### src/rtl/frame_bank_controller.sv
// -----------------------------------------------------------------------------
// frame_bank_controller
//
// Double-buffered frame-buffer bank manager between a camera writer and a
// display reader. The camera fills the bank not being shown. A completed frame
// is held (frame_ready) until the display's vertical sync falls. At that point
// the banks swap and the writer is rearmed. Camera frames that arrive while a
// finished frame is still waiting are dropped and counted.
//
// Parameters
//   FRAME_PIXELS  pixels per frame (default 320*240)
//   ADDR_W        frame-buffer address width
//
// Ports
//   CLK25        in   25 MHz clock, the only clock
//   rst_i        in   synchronous active-high reset
//   cam_sof      in   1-cycle camera start-of-frame pulse
//   cam_valid    in   camera pixel strobe
//   vsync        in   display vertical sync, active low
//   rd_enable    in   display active-pixel strobe
//   wr_en        out  frame-buffer write enable
//   wr_addr      out  write address within the bank being written
//   wr_bank      out  bank being written (always opposite of rd_bank)
//   rd_addr      out  read address within the displayed bank
//   rd_bank      out  bank being displayed
//   frame_ready  out  a completed frame is waiting for a swap
//   swap_pulse   out  1-cycle pulse the cycle after a bank swap
//   drop_cnt     out  saturating count of dropped camera frames
// -----------------------------------------------------------------------------
module frame_bank_controller #(
  parameter int FRAME_PIXELS = 76800,
  parameter int ADDR_W       = 17
) (
  input  logic              CLK25,
  input  logic              rst_i,
  input  logic              cam_sof,
  input  logic              cam_valid,
  input  logic              vsync,
  input  logic              rd_enable,
  output logic              wr_en,
  output logic [ADDR_W-1:0] wr_addr,
  output logic              wr_bank,
  output logic [ADDR_W-1:0] rd_addr,
  output logic              rd_bank,
  output logic              frame_ready,
  output logic              swap_pulse,
  output logic [7:0]        drop_cnt
);

  localparam logic [ADDR_W-1:0] LAST_ADDR = ADDR_W'(FRAME_PIXELS - 1);

  typedef enum logic [1:0] {
    W_IDLE    = 2'd0,
    W_CAPTURE = 2'd1,
    W_DONE    = 2'd2
  } wstate_t;

  wstate_t           state;
  wstate_t           state_nxt;
  logic [ADDR_W-1:0] wr_addr_nxt;
  logic [7:0]        drop_nxt;
  logic              vsync_q;
  logic              vsync_fall;
  logic              swap;

  assign vsync_fall  = vsync_q & ~vsync;
  // The swap qualifies on the registered state. A frame that completes in the
  // same cycle as the vsync edge therefore waits for the next edge.
  assign swap        = vsync_fall && (state == W_DONE);

  assign wr_bank     = ~rd_bank;
  assign wr_en       = cam_valid && (state == W_CAPTURE) && !cam_sof;
  assign frame_ready = (state == W_DONE);

  // Writer next-state. A swap takes priority over everything. As a result, a
  // start-of-frame that lands on the swap cycle is lost and not counted as a
  // drop.
  always_comb begin
    state_nxt   = state;
    wr_addr_nxt = wr_addr;
    drop_nxt    = drop_cnt;
    if (swap) begin
      state_nxt   = W_IDLE;
      wr_addr_nxt = '0;
    end else begin
      case (state)
        W_IDLE: begin
          if (cam_sof) begin
            state_nxt   = W_CAPTURE;
            wr_addr_nxt = '0;
          end
        end
        W_CAPTURE: begin
          if (cam_sof) begin
            wr_addr_nxt = '0;
          end else if (wr_en) begin
            if (wr_addr == LAST_ADDR) begin
              state_nxt   = W_DONE;
              wr_addr_nxt = '0;
            end else begin
              wr_addr_nxt = wr_addr + 1'b1;
            end
          end
        end
        W_DONE: begin
          if (cam_sof && (drop_cnt != 8'hFF)) begin
            drop_nxt = drop_cnt + 8'd1;
          end
        end
        default: begin
          state_nxt   = W_IDLE;
          wr_addr_nxt = '0;
        end
      endcase
    end
  end

  always_ff @(posedge CLK25) begin
    if (rst_i) begin
      state      <= W_IDLE;
      wr_addr    <= '0;
      drop_cnt   <= 8'd0;
      rd_bank    <= 1'b0;
      swap_pulse <= 1'b0;
      vsync_q    <= 1'b1;
    end else begin
      state      <= state_nxt;
      wr_addr    <= wr_addr_nxt;
      drop_cnt   <= drop_nxt;
      rd_bank    <= rd_bank ^ swap;
      swap_pulse <= swap;
      vsync_q    <= vsync;
    end
  end

  // The read address is cleared during vertical blanking. During the active
  // display it advances on each active pixel and sticks at the last pixel
  // rather than wrapping.
  always_ff @(posedge CLK25) begin
    if (rst_i) begin
      rd_addr <= '0;
    end else if (!vsync) begin
      rd_addr <= '0;
    end else if (rd_enable && (rd_addr != LAST_ADDR)) begin
      rd_addr <= rd_addr + 1'b1;
    end
  end

endmodule
### config.mk
export PLATFORM = sky130hd
export DESIGN_NAME = frame_bank_controller
export DESIGN_NICKNAME = d
export VERILOG_FILES = /design/src/rtl/frame_bank_controller.sv
export SDC_FILE = /design/constraint.sdc
export NUM_CORES = 1
export LEC_CHECK = 0
export CORE_MARGIN = 10
export CORE_UTILIZATION = 40
export CTS_CLUSTER_DIAMETER = 40
export CTS_CLUSTER_SIZE = 20
export DETAILED_ROUTE_END_ITERATION = 12
export GPL_TIMING_DRIVEN = 0
export MAX_ROUTING_LAYER = met4
export PLACE_DENSITY = 0.63
export SLEW_MARGIN = 0
export SYNTH_ARGS = -nofsm -noshare
export SYNTH_HDL_FRONTEND = slang
export SYNTH_SLANG_ARGS = --single-unit
### constraint.sdc
create_clock -name CLK25 -period 3.7 [get_ports CLK25]
set_input_delay 0.74 -clock CLK25 [delete_from_list [all_inputs] [get_ports CLK25]]
set_output_delay 0.74 -clock CLK25 [all_outputs]
set_load 0.01 [all_outputs]
==> results_dict.tcl <==
set metrics [dict create \
    status "finished clean" \
    vias_per_cell 5.07 \
    maxCapViolations 0 \
    finalCriticalPeriod_ps 3030 \
    avgSynthCellArea_sq_um 8.74 \
    hp-class "reg2reg" \
    crit_required_ps 2960 \
    syn_nets 265 \
    finClkSkew_ps 7.32 \
    crit_fanout 7 \
    yosysWarnings 0 \
    portBuffers 51 \
    grt_pass1_vias 1937 \
    p_leak_nw 0.953 \
    max-slew-margin-rel_pct 68.9 \
    preCtsSetupSlack_ps 669 \
    end_kind "output port" \
    clockPowerShare_pct 38.2 \
    finalNetCount 323 \
    synth-seq-cells 47 \
    fmax_mhz 330 \
    syn_to_final_growth_pct 31.3 \
    ant_nets 0 \
    p_per_area_mw_per_mm2 304 \
    finalHoldViolCount 0 \
    clock_sinks 47 \
    synth_area_sq_mm 0.00224 \
    drt_iter0_drc 89 \
    finalSetupViolCount 0 \
    cts_tree "done" \
    multi_input_area_sq_mm 0.00123 \
    grt_max_degree 14 \
    first_pass_iters 4 \
    drt-wirelength-per-cell_um 13.5 \
    cts_resized 0 \
    sequentialPowerShare_pct 57.3 \
    clk_latency_ps 300 \
    vias 1962 \
    route.detailed.drc 0 \
    ys.flop_type "dfxtp_1" \
    diodes 0 \
    seqCellArea_sq_um 941 \
    die_h_um 94.8 \
    fillers 549 \
    cts_root_buf "clkbuf_8" \
    finalPower_uw 893 \
    fp-row-count 27 \
    dp_hpwl_mm 3.95 \
    postSynthCellCount 256 \
    yosysSeqAreaShare_pct 42.0 \
    arrival_ps 2290 \
    synth_edf_count 0 \
    ys_async_sr_fraction_pct 0 \
    fin_setup_tns_ps 0 \
    final-instance-count-excl-fill 387 \
    path_clk_slew_ps 90 \
    die_w_um 94.8 \
    htreeDepth 2 \
    track_usage_pct 12.8 \
    drv_slew 0 \
    cts_buffer_depth 2 \
    cts_hold_buffers 0 \
    cts_buffers 5 \
    ys_types 44 \
    grt_pass1_wl_mm 9.13 \
    p_sw_uw 196 \
    cts_setup_buffers 0 \
    worst_pin_slew_ps 467 \
    dp.cells 379 \
    gp_congestion 0.783 \
    max-vdd-ir-drop_mv 0.148 \
    ios 53 \
    grt_setup_unrepaired "no" \
    antenna_found_initial 0 \
    initial_core_util_pct 40.9 \
    grt-ovfl-total 0 \
    p_int_uw 697 \
    fin_crit_sh_pct 81.8 \
    hold_slack_ps 512 \
    worst_slack_ps 672 \
    finalWirelength_mm 5.22 \
    die_area_sq_mm 0.00899 \
    core_sq_mm 0.00547 \
    drive_above_1_share_pct 6.98 \
    pwr-share-comb_pct 4.5 \
    swShare_pct 21.9 \
    crit_path_start_kind "input pin" \
    path_class "in2out" \
]
## area by class of cell
| class | count | share of cell area [%] |
|---|---|---|
| Sequential cell | 47 | 32.0 |
| Timing Repair Buffer | 51 | 17.4 |
| Tap cell | 72 | 3.07 |
| Buffer | 6 | 1.66 |
| Clock buffer | 8 | 3.41 |
| Multi-Input combinational cell | 198 | 41.8 |
| Inverter | 5 | 0.639 |
## cell families (layout without fill, tap and decap cells)
logic type               after synthesis  in the layout  share of synthesized area (%)
AND/OR/NAND/NOR                      133            133                           32.4
adder cells (fa/ha/maj)                3              3                           1.68
buffers and inverters                 11             70                           3.02
AO/OA/AOI/OAI                         31             31                           8.78
flip-flops                            47             47                           42.0
XOR/XNOR                              31             31                           12.1
## per-stage QoR
step	area [sq um]	utilization, %
floorplan	2240	-
global placement	2840	51.9
detailed placement	2840	51.9
CTS	2940	53.7
global route	2940	53.7
finish	2940	53.7
## per-layer routing
layer | global-route usage, % | vias to the layer above | wire length (um)
li1 | - | 1009 | -
met2 | 19.7 | 44 | 2370
met1 | 15.4 | 902 | 2500
met4 | 4.49 | 0 | 52
met3 | 4.12 | 7 | 302
met5 | - | - | 0
## state kept, by name, indices dropped and copies added (netlist names)
name        cells
wr_addr        17
vsync_q         1
drop_cnt        8
state           2
rd_bank         1
rd_addr        17
swap_pulse      1
## cells in the mapped netlist, drive strengths merged (5+ instances only)
cell type / instances / share of area, %
nand2: 24 / 4.1
or3: 8 / 2.2
nand3: 13 / 3.5
inv: 5 / 0.84
and3: 6 / 1.7
a21oi: 9 / 2.0
dfxtp: 47 / 42
o21ai: 10 / 2.4
xnor2: 17 / 6.7
nor3: 10 / 2.5
xor2: 14 / 5.5
nand4: 9 / 2.5
nor2: 43 / 7.2
## cell usage in the layout, fill, tap and decap left out, drive strengths merged, types with 2 or more instances in the layout
cell type	netlist	routed
clkdlybuf4s50	0	51
dfxtp	47	47
nor2	43	43
nand2	24	24
xnor2	17	17
xor2	14	14
nand3	13	13
nor3	10	10
o21ai	10	10
clkbuf	2	10
a21oi	9	9
nand4	9	9
or3	8	8
and3	6	6
inv	5	5
o211ai	4	4
buf	4	4
ha	3	3
nand2b	3	3
nor4bb	2	2
nand4bb	2	2
or4b	2	2
a211o	2	2
nor2b	2	2
nor3b	2	2
o2111ai	2	2
and4	2	2
nor4	2	2
## power groups by stage
| stage | Clock (mW) | Combinational (mW) | Sequential, mW |
|---|---|---|---|
| global placement | 0 | 0.0411 | 0.523 |
| detailed placement | 0 | 0.0415 | 0.523 |
| floorplan | 0 | 0.0234 | 0.524 |
| finish | 0.341 | 0.0405 | 0.512 |
| global route | 0.378 | 0.0449 | 0.512 |
| CTS | 0.353 | 0.0415 | 0.512 |
## worst max-delay path, stage by stage
cell,delay (ps)
clkdlybuf4s50_1,510
nor4bb_1,410
clkdlybuf4s50_1,620
## final timing paths
path	to	start	slack [ps]	cells past startpoint
setup reg to reg	wr_addr[3]	wr_addr[0]	1740	8
hold reg to reg	rd_addr[15]	rd_addr[15]	510	2
setup / recovery	wr_en	cam_sof	670	3
hold / removal	rd_addr[15]	rd_addr[15]	510	2
No activity file was read; power rests on OpenSTA's default activity.
